File: src/rtl/amp_i2c_seq_if.sv
// Pad-side I2C lines and program-ROM port of the amplifier configuration sequencer.
interface amp_i2c_seq_if #(
   parameter int unsigned ROM_AW = 4
);
   logic              sdai;
   logic              sdao;
   logic              scl;
   logic [ROM_AW-1:0] rom_addr;
   logic [7:0]        rom_data;

   modport master (
      input  sdai,
      input  rom_data,
      output sdao,
      output scl,
      output rom_addr
   );

   modport slave (
      output sdai,
      output rom_data,
      input  sdao,
      input  scl,
      input  rom_addr
   );
endinterface

File: src/rtl/amp_i2c_seq.sv
// ROM-programmed I2C write sequencer for the amplifier: single writes, block writes and
// timed waits, with ACK checking and bounded retries.
//
// state  | meaning
// IDLE   | bus released, waiting for send_cfg
// FETCH  | rom_addr driven, rom_data registered on the second cycle
// DECODE | classify opcode, arm the transaction or wait counter
// START  | two-tick START condition
// BYTE   | eight data bits, four ticks each
// ACK    | ninth bit, SDA released, slave sampled on phase 2
// STOP   | three-tick STOP condition, then retry/skip/advance
// WAIT   | bus idle for (w+1)*256 ticks
// DONE   | program finished, waiting for send_cfg
module amp_i2c_seq #(
   parameter int unsigned CLK_DIV  = 5,
   parameter logic [6:0]  DEV_ADDR = 7'h20,
   parameter int unsigned ROM_AW   = 4,
   parameter int unsigned RETRIES  = 2
) (
   input  logic          clk_in,
   input  logic          reset,
   input  logic          send_cfg,
   amp_i2c_seq_if.master bus,
   output logic          busy,
   output logic          done,
   output logic          nack_err
);

   localparam int unsigned TW = (CLK_DIV > 1) ? $clog2(CLK_DIV) : 1;
   localparam int unsigned PW = ROM_AW + 1;
   localparam logic [PW-1:0] PC_END = {1'b1, {ROM_AW{1'b0}}};
   localparam logic [7:0] RETRY_MAX = 8'(RETRIES);

   typedef enum logic [3:0] {
      S_IDLE, S_FETCH, S_DECODE, S_START, S_BYTE, S_ACK, S_STOP, S_WAIT, S_DONE
   } state_t;

   state_t          state, state_nxt;
   logic [TW-1:0]   tick_cnt;
   logic            tick;
   logic [PW-1:0]   pc, op_pc, skip_pc;
   logic [15:0]     skip_sum;
   logic            fetch_rdy;
   logic [7:0]      cmd;
   logic [7:0]      sh;
   logic [2:0]      bit_cnt;
   logic [1:0]      ph;
   logic [5:0]      bytes_left;
   logic            first_byte;
   logic            ack_bad;
   logic [7:0]      retry_cnt;
   logic [12:0]     wait_cnt;
   logic            scl_d, sdao_d;

   function automatic logic [PW-1:0] pc_inc(input logic [PW-1:0] p);
      return p[ROM_AW] ? p : p + PW'(1);
   endfunction

   always_ff @(posedge clk_in) begin
      if (reset || tick) tick_cnt <= TW'(CLK_DIV - 1);
      else               tick_cnt <= tick_cnt - TW'(1);
   end
   assign tick = (tick_cnt == '0);

   // A NACK-exhausted transaction is skipped as a whole; clamp at the end of ROM.
   always_comb begin
      skip_sum = 16'(op_pc) + (cmd[7] ? 16'(cmd[4:0]) + 16'd3 : 16'd2);
      skip_pc  = (skip_sum >= 16'(PC_END)) ? PC_END : skip_sum[PW-1:0];
   end

   always_ff @(posedge clk_in) begin
      if (reset) state <= S_IDLE;
      else       state <= state_nxt;
   end

   always_comb begin
      state_nxt = state;
      case (state)
         S_IDLE, S_DONE: if (send_cfg) state_nxt = S_FETCH;
         S_FETCH: begin
            if (pc[ROM_AW])     state_nxt = S_DONE;
            else if (fetch_rdy) state_nxt = S_DECODE;
         end
         S_DECODE: begin
            casez (cmd)
               8'b0???_????, 8'b110?_????: state_nxt = S_START;
               8'b1110_????:               state_nxt = S_WAIT;
               default:                    state_nxt = S_DONE;
            endcase
         end
         S_START: if (tick && ph == 2'd1) state_nxt = S_BYTE;
         S_BYTE:  if (tick && ph == 2'd3 && bit_cnt == 3'd0) state_nxt = S_ACK;
         S_ACK: begin
            if (tick && ph == 2'd3)
               state_nxt = (ack_bad || bytes_left == 6'd0) ? S_STOP : S_BYTE;
         end
         S_STOP: if (tick && ph == 2'd2) state_nxt = S_FETCH;
         S_WAIT: if (tick && wait_cnt == 13'd1) state_nxt = S_FETCH;
         default: state_nxt = S_IDLE;
      endcase
   end

   always_comb begin
      scl_d  = 1'b1;
      sdao_d = 1'b1;
      busy   = 1'b1;
      done   = 1'b0;
      case (state)
         S_IDLE: busy = 1'b0;
         S_DONE: begin
            busy = 1'b0;
            done = 1'b1;
         end
         S_START: sdao_d = (ph == 2'd0);
         S_BYTE: begin
            scl_d  = (ph == 2'd1) || (ph == 2'd2);
            sdao_d = sh[bit_cnt];
         end
         S_ACK: scl_d = (ph == 2'd1) || (ph == 2'd2);
         S_STOP: begin
            scl_d  = (ph != 2'd0);
            sdao_d = (ph == 2'd2);
         end
         default: ;
      endcase
   end

   assign bus.scl      = scl_d;
   assign bus.sdao     = sdao_d;
   assign bus.rom_addr = pc[ROM_AW-1:0];

   always_ff @(posedge clk_in) begin
      if (reset) begin
         pc         <= '0;
         op_pc      <= '0;
         fetch_rdy  <= 1'b0;
         cmd        <= 8'd0;
         sh         <= 8'd0;
         bit_cnt    <= 3'd0;
         ph         <= 2'd0;
         bytes_left <= 6'd0;
         first_byte <= 1'b0;
         ack_bad    <= 1'b0;
         retry_cnt  <= 8'd0;
         wait_cnt   <= 13'd0;
         nack_err   <= 1'b0;
      end else begin
         if (state_nxt != state) ph <= 2'd0;
         else if (tick)          ph <= ph + 2'd1;

         case (state)
            S_IDLE, S_DONE: begin
               if (send_cfg) begin
                  pc        <= '0;
                  nack_err  <= 1'b0;
                  retry_cnt <= 8'd0;
               end
            end
            S_FETCH: begin
               if (!pc[ROM_AW]) begin
                  if (fetch_rdy) begin
                     cmd       <= bus.rom_data;
                     fetch_rdy <= 1'b0;
                  end else begin
                     fetch_rdy <= 1'b1;
                  end
               end
            end
            S_DECODE: begin
               op_pc      <= pc;
               pc         <= pc_inc(pc);
               sh         <= {DEV_ADDR, 1'b0};
               bit_cnt    <= 3'd7;
               first_byte <= 1'b1;
               ack_bad    <= 1'b0;
               bytes_left <= cmd[7] ? 6'(cmd[4:0]) + 6'd2 : 6'd2;
               wait_cnt   <= {({1'b0, cmd[3:0]} + 5'd1), 8'h00};
            end
            S_BYTE: if (tick && ph == 2'd3) bit_cnt <= bit_cnt - 3'd1;
            S_ACK: begin
               if (tick && ph == 2'd2) ack_bad <= bus.sdai;
               // Next byte is preloaded here; rom_addr has been stable for a whole byte.
               if (tick && ph == 2'd3 && !ack_bad && bytes_left != 6'd0) begin
                  bytes_left <= bytes_left - 6'd1;
                  first_byte <= 1'b0;
                  if (first_byte && !cmd[7]) begin
                     sh <= {1'b0, cmd[6:0]};
                  end else begin
                     sh <= bus.rom_data;
                     pc <= pc_inc(pc);
                  end
               end
            end
            S_STOP: begin
               if (tick && ph == 2'd2) begin
                  if (!ack_bad) begin
                     retry_cnt <= 8'd0;
                  end else if (retry_cnt < RETRY_MAX) begin
                     retry_cnt <= retry_cnt + 8'd1;
                     pc        <= op_pc;
                  end else begin
                     retry_cnt <= 8'd0;
                     nack_err  <= 1'b1;
                     pc        <= skip_pc;
                  end
               end
            end
            S_WAIT: if (tick) wait_cnt <= wait_cnt - 13'd1;
            default: ;
         endcase
      end
   end

endmodule

File: src/flat_wrapper.sv
// flat-port wrapper written by rule: the top's interface ports become plain ports
module amp_i2c_seq_flat 
#(
   parameter int unsigned CLK_DIV  = 5,
   parameter logic [6:0]  DEV_ADDR = 7'h20,
   parameter int unsigned ROM_AW   = 4,
   parameter int unsigned RETRIES  = 2
)
  (clk_in, reset, send_cfg, busy, done, nack_err, bus_sdai, bus_rom_data, bus_sdao, bus_scl, bus_rom_addr);
  amp_i2c_seq_if #(.ROM_AW(ROM_AW)) bus_i ();
  input  logic clk_in;
  input  logic reset;
  input  logic send_cfg;
  output logic busy;
  output logic done;
  output logic nack_err;
  input wire logic [$bits(bus_i.sdai)-1:0] bus_sdai;
  input wire logic [$bits(bus_i.rom_data)-1:0] bus_rom_data;
  output wire logic [$bits(bus_i.sdao)-1:0] bus_sdao;
  output wire logic [$bits(bus_i.scl)-1:0] bus_scl;
  output wire logic [$bits(bus_i.rom_addr)-1:0] bus_rom_addr;
  assign bus_i.sdai = bus_sdai;
  assign bus_i.rom_data = bus_rom_data;
  assign bus_sdao = bus_i.sdao;
  assign bus_scl = bus_i.scl;
  assign bus_rom_addr = bus_i.rom_addr;
  amp_i2c_seq #(.CLK_DIV(CLK_DIV), .DEV_ADDR(DEV_ADDR), .ROM_AW(ROM_AW), .RETRIES(RETRIES)) u_core (.clk_in(clk_in), .reset(reset), .send_cfg(send_cfg), .bus(bus_i), .busy(busy), .done(done), .nack_err(nack_err));
endmodule
File: config.mk
export PLATFORM = sky130hd
export DESIGN_NAME = amp_i2c_seq_flat
export DESIGN_NICKNAME = d
export VERILOG_FILES = /design/src/rtl/amp_i2c_seq_if.sv /design/src/rtl/amp_i2c_seq.sv /design/src/flat_wrapper.sv
export SDC_FILE = /design/constraint.sdc
export NUM_CORES = 1
export LEC_CHECK = 0
export ABC_AREA = 1
export BUFFER_PORTS_ARGS = -buffer_cell sky130_fd_sc_hd__buf_4
export CORE_MARGIN = 4
export CORE_UTILIZATION = 40
export CTS_BUF_LIST = sky130_fd_sc_hd__clkbuf_2 sky130_fd_sc_hd__clkbuf_4 sky130_fd_sc_hd__clkbuf_8
export DETAILED_ROUTE_END_ITERATION = 8
export MAX_ROUTING_LAYER = met4
export PLACE_DENSITY_LB_ADDON = 0.2
export SLEW_MARGIN = 15
export SYNTH_ARGS = -nofsm -noshare
export SYNTH_HDL_FRONTEND = slang
export SYNTH_SLANG_ARGS = --single-unit
export TNS_END_PERCENT = 100
File: constraint.sdc
create_clock -name clk_in -period 2.7 [get_ports clk_in]
set_input_delay 0.54 -clock clk_in [delete_from_list [all_inputs] [get_ports clk_in]]
set_output_delay 0.54 -clock clk_in [all_outputs]
set_load 0.02 [all_outputs]
; ---- Yosys cells after proc, flatten, opt, wreduce, memory -nomap -nowiden
; Cells that the tools add are included.
[totals]
regBits = 69
input_bits = 12
elab_cells = 145
[op_classes]
n_addsub = 11
order_cmp = 3
n_eq_ne = 24
n_mux = 52
n_bitwise = 2
reduce_logical = 38
[op_table]
columns = cell, n
row1 = $mux W8, 6
row2 = $mux W5, 8
row3 = $mux W4, 8
row4 = $pmux W4 S8, 1
row5 = $pmux W8 S2, 2
row6 = $pmux W13 S2, 1
row7 = $pmux W5 S4, 1
row8 = $add A5 B16 Y16, 1
row9 = $eq A4 B3 Y1 const B, 4
row10 = $ge A16 B5 Y1 const B, 1
row11 = $mux W16, 1
row12 = $ne A2 B1 Y1 const B, 7
row13 = $eq A13 B1 Y1 const B, 1
row14 = $mux W13, 1
row15 = $sub A13 B1 Y13 const B, 1
row16 = $add A5 B2 Y6 const B, 2
row17 = $mux W6, 2
row18 = $pmux W6 S2, 1
row19 = $mux W1, 10
row20 = $reduce_and A2 Y1, 5
row21 = $reduce_bool A2 Y1, 5
row22 = $add A8 B1 Y8 const B, 1
row23 = $eq A4 B2 Y1 const B, 2
row24 = $eq A4 B4 Y1 const B, 2
row25 = 34 further kinds, 56

; ---- Logic depth before layout (Yosys ltp)
; Gate-level depths: netlist (run 1).
[logic_depth]
depth_word = 9
depth_mapped = 17
mapped_depth_nobuf = 17

; ---- Worst setup path before layout (run 1)
; No wires, ideal clock.
[synth_timing]
path_type = reg2reg
start = register u_core.cmd[0]
end = register u_core.pc[0]
setup_time_ns = 0.111
t_arrival_ns = 1.958
required_time_ns = 2.589
path_slack_ns = 0.630
stages_incl_launch_ff = 16
path_buffers = 0
synth_period_minus_slack_ns = 2.070
path_cell_list = dfxtp_1 > inv_1 > ha_1 > nand2_1 > inv_1 > fa_1 > inv_1 > nand2_1 > a21oi_1 > inv_1 > nand2_1 > nor2_1 > nand3_1 > nor2_1 > nor2_1 > nor2_1
[synth_via]
elab_chain_cells = 9
[synth_rtl]
columns = element, line
row1 = start: declaration, amp_i2c_seq.sv:44  ; logic [7:0] cmd;
row2 = start signal: assignment, amp_i2c_seq.sv:162  ; cmd <= bus.rom_data;
row3 = $add A5 B2 Y6 (*), amp_i2c_seq.sv:67  ; skip_sum = 16'(op_pc) + (cmd[7] ? 16'(cmd[4:0]) + 16'd3 : 16'd2);
row4 = $mux W16 (*), amp_i2c_seq.sv:67
row5 = $add A5 B16 Y16 (*), amp_i2c_seq.sv:67
row6 = $ge A16 B5 Y1, amp_i2c_seq.sv:68  ; skip_pc = (skip_sum >= 16'(PC_END)) ? PC_END : skip_sum[PW-1:0];
row7 = $mux W5 (*), amp_i2c_seq.sv:68
row8 = $mux W5 (*), amp_i2c_seq.sv:198  ; end else if (retry_cnt < RETRY_MAX) begin
row9 = $mux W5 (*), amp_i2c_seq.sv:196  ; if (!ack_bad) begin
row10 = $mux W5 (*), amp_i2c_seq.sv:195  ; if (tick && ph == 2'd2) begin
row11 = $pmux W5 S4 (*), amp_i2c_seq.sv:151  ; case (state)
row12 = end signal: assignment, amp_i2c_seq.sv:190  ; pc <= pc_inc(pc);
row13 = end signal: assignment, amp_i2c_seq.sv:200  ; pc <= op_pc;
row14 = end signal: assignment, amp_i2c_seq.sv:204  ; pc <= skip_pc;
row15 = end: declaration, amp_i2c_seq.sv:41  ; logic [PW-1:0] pc, op_pc, skip_pc;
; Mark *: on every way between the ends. The rest lies on a longest branch, timed or not. The select of a mux whose other input is x is not followed.
; A chain may end at the register's enable or synchronous reset.

; ---- Worst setup path in the final report (run 1)
[layout_timing]
start = register u_core.state[2]
end = output bus_scl
[layout_via]
elab_chain_cells = 3
word_cells_on_any_way = 5
cone_classes = eq/ne: 3 / mux: 1 / reduce/logical: 1
[layout_rtl]
columns = element, line
row1 = start: declaration, amp_i2c_seq.sv:38  ; state_t state, state_nxt;
row2 = start signal: assignment, amp_i2c_seq.sv:73  ; else state <= state_nxt;
row3 = $eq A4 B3 Y1, amp_i2c_seq.sv:108  ; case (state)
row4 = $reduce_or A2 Y1 (no source line), -
row5 = $pmux W1 S2 (*), amp_i2c_seq.sv:108
row6 = end: declaration, flat_wrapper.sv:20  ; output wire logic [$bits(bus_i.scl)-1:0] bus_scl;
; Mark *: on every way between the ends. The rest lies on a longest branch, timed or not.

==> results.md, run 1 <==
- Total global-route track usage: 0.1862
- Synth Net Count: 677
- Slew Limit Headroom: 0.6788
- Worst Path Max Fanout: 11
- Ratio of cells with drive above 1 in the final layout: 0.1182
- Initial core utilization: 0.4176
- Hpwl dp: around 8.5 mm
- Drt first pass iters: 4
- Sw power: 0.0008346 W
- DR WL met3: around 340 microns
- Clk pin slew, worst setup/hold paths: around 0.07 ns
- Met2 routed WL: roughly 5.2 mm
- Combinational fraction of design power: 0.218
- Num rows: 37
- Max VDD drop: roughly 0.36 mV
- Largest net degree at the start of global routing: 33
- RSZ-0062 raised after global routing: no
- Status: finished clean
- Die extent in x: between 100 and 150 microns
- Clock H-tree levels: 3
- Max_cap viols: 0
- Final setup vio count: 0
- Crit start category: register
- Worst Path Class, Setup: reg -> out
- Crit path DAT: 1.86 ns
- Register area share after synthesis: 0.3162
- Syn avg cell area: between 6 and 7 sq um
- Uppermost layer routed: met4
- CTS Root Cell: clkbuf_8
- Crit share post-route: 0.8907
- DRC violations left: 0
- Core footprint: between 10000 and 15000 sq um
- Distinct cells, synth: 40
- PostCTS Resize Cnt: 0
- Hold Fails Final Rpt: 0
- Routed Antenna Nets: 0
- Clock Path Buffers: 2
- Post-Route WL: between 10 and 15 mm
- Netlist Area Pre-Place: between 4000 and 5000 sq um
- Via count: 4038
- Chip Height: ~110 microns
- Area leader, netlist: dfxtp_1
- Synth warnings: 0
- CTS Hold Bufs: 0
- Switching Share: 0.3219
- GPL Wtd Cong: between 0.9 and 1
- Clock share of power: 0.338
- Synth cell count leaders: 114 x nand2_1, 99 x nor2_1, 71 x inv_1
- # diodes: 0
- Max Freq: between 400 and 500 MHz
- Slew at the pin closest to its max-slew limit: between 0.4 and 0.5 ns
- DR WL/cell: approximately 14 microns
- Count leader, synth: nand2_1
- Clock latency on the worst-skew pair: ~0.35 ns
- CTS tree: built
- Synth Instances: 642
- Setup tns final: 0 ns
- Die ar.: between 10000 and 15000 sq um
- I/O Pins: 21
- Layout Nets: between 600 and 700
- DRT met1 WL: around 5.4 mm
- Area growth, synth to finish: 9.307%
- CP Capture Type: primary output
- I/O Buffers: 20
- Internal: around 0.0018 W
- Post-CTS setup buffers: 0
- Min Hold Slack: between 0.4 and 0.5 ns
- Synth async-reset ratio: 0
- Initial antenna violation count: 0
- Post-synthesis register bit count: just under 70
- PD cells: 542.9 nW/um^2
- First-pass GRT wire length: 18.74 mm
- Worst clock skew: about 0.011 ns
- 1st-iter DRT viols: about 290
- Slew Viols, Final: 0
- EDFF count, synth: 0
- Grt total ovfl: 0
- Yosys top cell area share: 0.3162
- Reg power frac: 0.445
- Tightest Hold Check Type: reg -> reg
- Static Leakage: approximately 2.2 nW
- Via count of the first global-routing pass: about 4000
- Vias per inst: just over 5
- Total clock sinks: 69
- Min cycle time layout: about 2.4 ns
- Number of buffers created by CTS: 9
- Most used DFF post-synth: dfxtp_1
- Worst EP required: between 2 and 2.5 ns
- Top cells by area, synth: dfxtp_1 32%, nand2_1 9.8%, nor2_1 8.5%, ha_1 6.3%, inv_1 6.1%
[cell usage in the layout, fill, tap and decap left out, types with 4 or more instances in the layout]
cell and instances:
buf_4 21, nor2_4 4, a211oi_1 5, nor3_1 8, a21oi_1 51, dfxtp_1 69
o21ai_0 47, nand4_1 7, nand2_2 12, xor2_1 10, ha_1 22, o21ai_1 9
inv_1 71, nand2_1 114, nor2_1 99, nand3b_1 4, inv_2 9, nand3_1 39
clkbuf_8 10, nand2_4 8, a31oi_1 9
[registers in the layout, summed over array words and instances (netlist names)]
name               cells
u_core.ack_bad         1
u_core.bit_cnt         3
u_core.bytes_left      6
u_core.cmd             8
u_core.fetch_rdy       1
u_core.first_byte      1
u_core.nack_err        1
u_core.op_pc           5
u_core.pc              5
u_core.ph              2
u_core.retry_cnt       8
u_core.sh              8
u_core.state           4
u_core.tick_cnt        3
u_core.wait_cnt       13
[layout make-up]
| class | count | area, sq um |
|---|---|---|
| inverters | 81 | 306.5 |
| well taps | 136 | 170.2 |
| clock buffers | 12 | 152.6 |
| fillers | 1110 | 5687 |
| clock inverters | 4 | 47.55 |
| flip-flops and latches | 69 | 1381 |
| multi-input cells | 473 | 2560 |
| repair buffers | 21 | 157.7 |
[through the flow]
stage	std cells	instance area [sq um]	setup slack [ns]	total power, W	util
detailed placement	780	4576	0.3829	0.001739	0.4373
global placement	780	4576	0.4413	0.001732	0.4373
floorplan	642	4369	0.6301	0.001611	-
finish	796	4776	0.2951	0.002593	0.4565
global route	796	4776	0.1128	0.002746	0.4565
CTS	796	4776	0.2713	0.002616	0.4565
[kinds of logic (layout without fill, tap and decap cells)]
family,count (synthesis),in the layout,share of synthesized area
flip-flops,69,69,0.3162
AND/OR/NAND/NOR,303,303,0.3236
XOR/XNOR,12,12,0.02405
buffers and inverters,100,118,0.09794
AO/OA/AOI/OAI,135,135,0.1707
adder cells (fa/ha/maj),23,23,0.06758
[worst max-delay path, cell delays in order, from the launching register on]
cell	delay (ns)
dfxtp_1	0.49
nand2_4	0.15
nor2_4	0.34
inv_1	0.17
o22ai_1	0.15
inv_1	0.06
buf_4	0.15
[per-layer routing]
layer | track usage | vias up
li1 | - | 2115
met1 | 0.2437 | 1853
met2 | 0.2948 | 56
met3 | 0.03127 | 14
met4 | 0.05769 | 0
met5 | - | -
[power by group through the flow]
stage	logic [W]	registers (W)	clock network, W
floorplan	0.000458	0.00115	0
global placement	0.000558	0.00117	0
CTS	0.000568	0.00115	0.000896
detailed placement	0.000565	0.00117	0
global route	0.000646	0.00116	0.000937
finish	0.000564	0.00115	0.000875
[worst paths after layout]
path | to | cells after the start | from | slack (ns)
worst max-delay path | bus_scl | 6 | u_core.state[2]$_SDFF_PP0_ | 0.30
worst min register to register | u_core.tick_cnt[0]$_SDFF_PP0_ | 1 | u_core.tick_cnt[0]$_SDFF_PP0_ | 0.41
worst max register to register | u_core.pc[1]$_SDFFE_PP0P_ | 15 | u_core.cmd[0]$_SDFFE_PP0P_ | 0.38
worst min-delay path | u_core.tick_cnt[0]$_SDFF_PP0_ | 1 | u_core.tick_cnt[0]$_SDFF_PP0_ | 0.41
No activity file was read; power rests on OpenSTA's default activity.
==> inputs of run 2 (changes only) <==
--- a/config.mk
+++ b/config.mk
@@ -8,7 +8,7 @@
 export ABC_AREA = 1
 export BUFFER_PORTS_ARGS = -buffer_cell sky130_fd_sc_hd__buf_4
 export CORE_MARGIN = 4
-export CORE_UTILIZATION = 40
+export CORE_UTILIZATION = 35
 export CTS_BUF_LIST = sky130_fd_sc_hd__clkbuf_2 sky130_fd_sc_hd__clkbuf_4 sky130_fd_sc_hd__clkbuf_8
 export DETAILED_ROUTE_END_ITERATION = 8
 export MAX_ROUTING_LAYER = met4
==> results.md, run 2 (synthesis gave the netlist of run 1 again) <==
- Worst clock skew: 0.01421 ns (+0.003326 ns)
- CTS Hold Bufs: 0 (unchanged)
- Crit start category: register
- Chip Height: 119.7 microns (+6.4%)
- Static Leakage: 2.180 nW (+0.59%)
- Clock Path Buffers: 2 (unchanged)
- Via count of the first global-routing pass: 3886 (-0.44%)
- Initial antenna violation count: 0 (unchanged)
- Vias per inst: 4.961 (-2.2%)
- Die ar.: 14340 sq um (+13%)
- Via count: 4113 (+1.9%)
- Post-Route WL: 11.46 mm (+3.2%)
- Routed Antenna Nets: 0 (unchanged)
- Commonest cells after routing, fill and taps aside: 114 x nand2_1, 99 x nor2_1, 71 x inv_1
- Initial core utilization: 0.3607 (-0.05686)
- I/O Pins: 21 (unchanged)
- Min Hold Slack: 0.4139 ns (+0.003887 ns)
- Non-Filler Instances: 829 (+4.1%)
- Area growth, synth to finish: 10.62%
- Core footprint: 12110 sq um (+16%)
- GR Util met3: 0.04194 (+0.01067)
- Setup tns final: 0 ns (unchanged)
- PostCTS Resize Cnt: 0 (unchanged)
- Worst Path Class, Setup: reg -> out
- CTS tree: built
- Number of buffers created by CTS: 9 (unchanged)
- Max VDD drop: 0.2663 mV (-27%)
- Cells after DPL: 813 (+4.2%)
- Grt total ovfl: 0 (unchanged)
- Critical-path cell list: nand2_2 > inv_1 > nand2_1 > o21ai_0 > o21ai_0 > a21oi_1 > nand2_1 > buf_4
- DRC violations left: 0 (unchanged)
- First-pass GRT wire length: 19.24 mm (+2.7%)
- Layout Nets: 691 (+0.14%)
- # diodes: 0 (unchanged)
- Slew Viols, Final: 0 (unchanged)
- CTS Root Cell: clkbuf_8
- Crit share post-route: 0.9115 (+0.02076)
- 1st-iter DRT viols: 356 (+22%)
- Hpwl dp: 8.708 mm (+2.6%)
- Total clock sinks: 69 (unchanged)
- Clock latency on the worst-skew pair: 0.37 ns (+0.02 ns)
- Crit path DAT: 1.92 ns (+0.06 ns)
- RSZ-0062 raised after global routing: no
- Fillcell total: 1340 (+21%)
- Placed Area: 4623 sq um (+1.0%)
- Slowest CP cell: dfxtp_1
- Slew Limit Headroom: 0.6327 (-0.04615)
- PD cells: 545.7 nW/um^2 (+0.51%)
- Slew at the pin closest to its max-slew limit: 0.5489 ns (+0.06897 ns)
- Tightest Hold Check Type: in -> reg
- Top Usage Layer GRT: met2
- Reg with most FFs: u_core.wait_cnt
- Drt first pass iters: 5 (+1)
- Leading cell type in the layout, fill and taps excluded: nand2_1
- Max_cap viols: 0 (unchanged)
- Hold Fails Final Rpt: 0 (unchanged)
- Min cycle time layout: 2.461 ns (+0.05606 ns)
- Largest net degree at the start of global routing: 31 (-6.1%)
- Total global-route track usage: 0.1734 (-0.01279)
- Max Freq: 406.4 MHz (-2.3%)
- Ratio of cells with drive above 1 in the final layout: 0.1195 (+0.001334)
- Worst EP required: 2.16 ns (about the same)
- M2 GR Usage: 0.2677 (-0.02714)
- Fin area: 4833 sq um (+1.2%)
- Final setup vio count: 0 (unchanged)
- CP Capture Type: primary output
- GPL Wtd Cong: 0.9055 (-5.8%)
- M1 GR Usage: 0.2230 (-0.02064)
- Worst path max stage delay: 0.50 ns (about the same)
- Die extent in x: 119.7 microns (+6.4%)
- I/O Buffers: 20 (unchanged)
- Clock H-tree levels: 3 (unchanged)
- Status: finished clean
- DR WL/cell: 13.82 microns (-0.90%)
- Post-CTS setup buffers: 0 (unchanged)
- Worst Path Max Fanout: 6 (-5)
- Clk pin slew, worst setup/hold paths: 0.08 ns (about the same)
- Max reg flops: 13 (unchanged)
- Num rows: 40 (+8.1%)
run 2: path summary, 6_finish.rpt:
check	slack, ns	depth (start not counted)	from	to
worst min register to register	0.41	1	u_core.tick_cnt[0]$_SDFF_PP0_	u_core.tick_cnt[0]$_SDFF_PP0_
worst max-delay path	0.24	8	u_core.state[1]$_SDFF_PP0_	bus_sdao
worst max register to register	0.33	15	u_core.cmd[0]$_SDFFE_PP0P_	u_core.pc[0]$_SDFFE_PP0P_
worst min-delay path	0.41	3	bus_rom_data[3]	u_core.cmd[3]$_SDFFE_PP0P_
run 2: metal layers:
metal / share of wire / wire length [microns]
met1: 0.49 / 5564
met5: 0 / 0
met2: 0.45 / 5145
met4: 0.019 / 218
met3: 0.046 / 530
run 2: power by group:
group,internal [W],switching (W)
clock,0.000498,0.000415
combinational,0.000206,0.000365
sequential,0.00108,0.0000700
total,0.00179,0.000850
run 2: critical path, delay by kind of cell, from the launching register on:
family / cells / cell delay [ns]
and+or+nand+nor: 3 / 0.34
AOI/OAI and AO/OA: 3 / 0.47
DFF: 1 / 0.50
buffers and inverters: 2 / 0.25
run 2: stage by stage:
step / total power (W) / setup slack (ns) / util
3_3_place_gp: 0.001735 / 0.4343 / 0.3817
4_1_cts: 0.002668 / 0.2429 / 0.3991
2_1_floorplan: 0.001611 / 0.6301 / -
6_report: 0.002638 / 0.2391 / 0.3991
5_1_grt: 0.002804 / 0.03189 / 0.3991
3_5_place_dp: 0.001744 / 0.3347 / 0.3817
run 2: layout make-up:
type	instances	area, sq um	area share
Tap cell	168	210.2	0.04349
Timing Repair Buffer	22	165.2	0.03417
Sequential cell	69	1381	0.2858
Multi-Input combinational cell	473	2560	0.5296
Clock inverter	3	43.79	0.009060
Clock buffer	13	166.4	0.03443
Inverter	81	306.5	0.06342
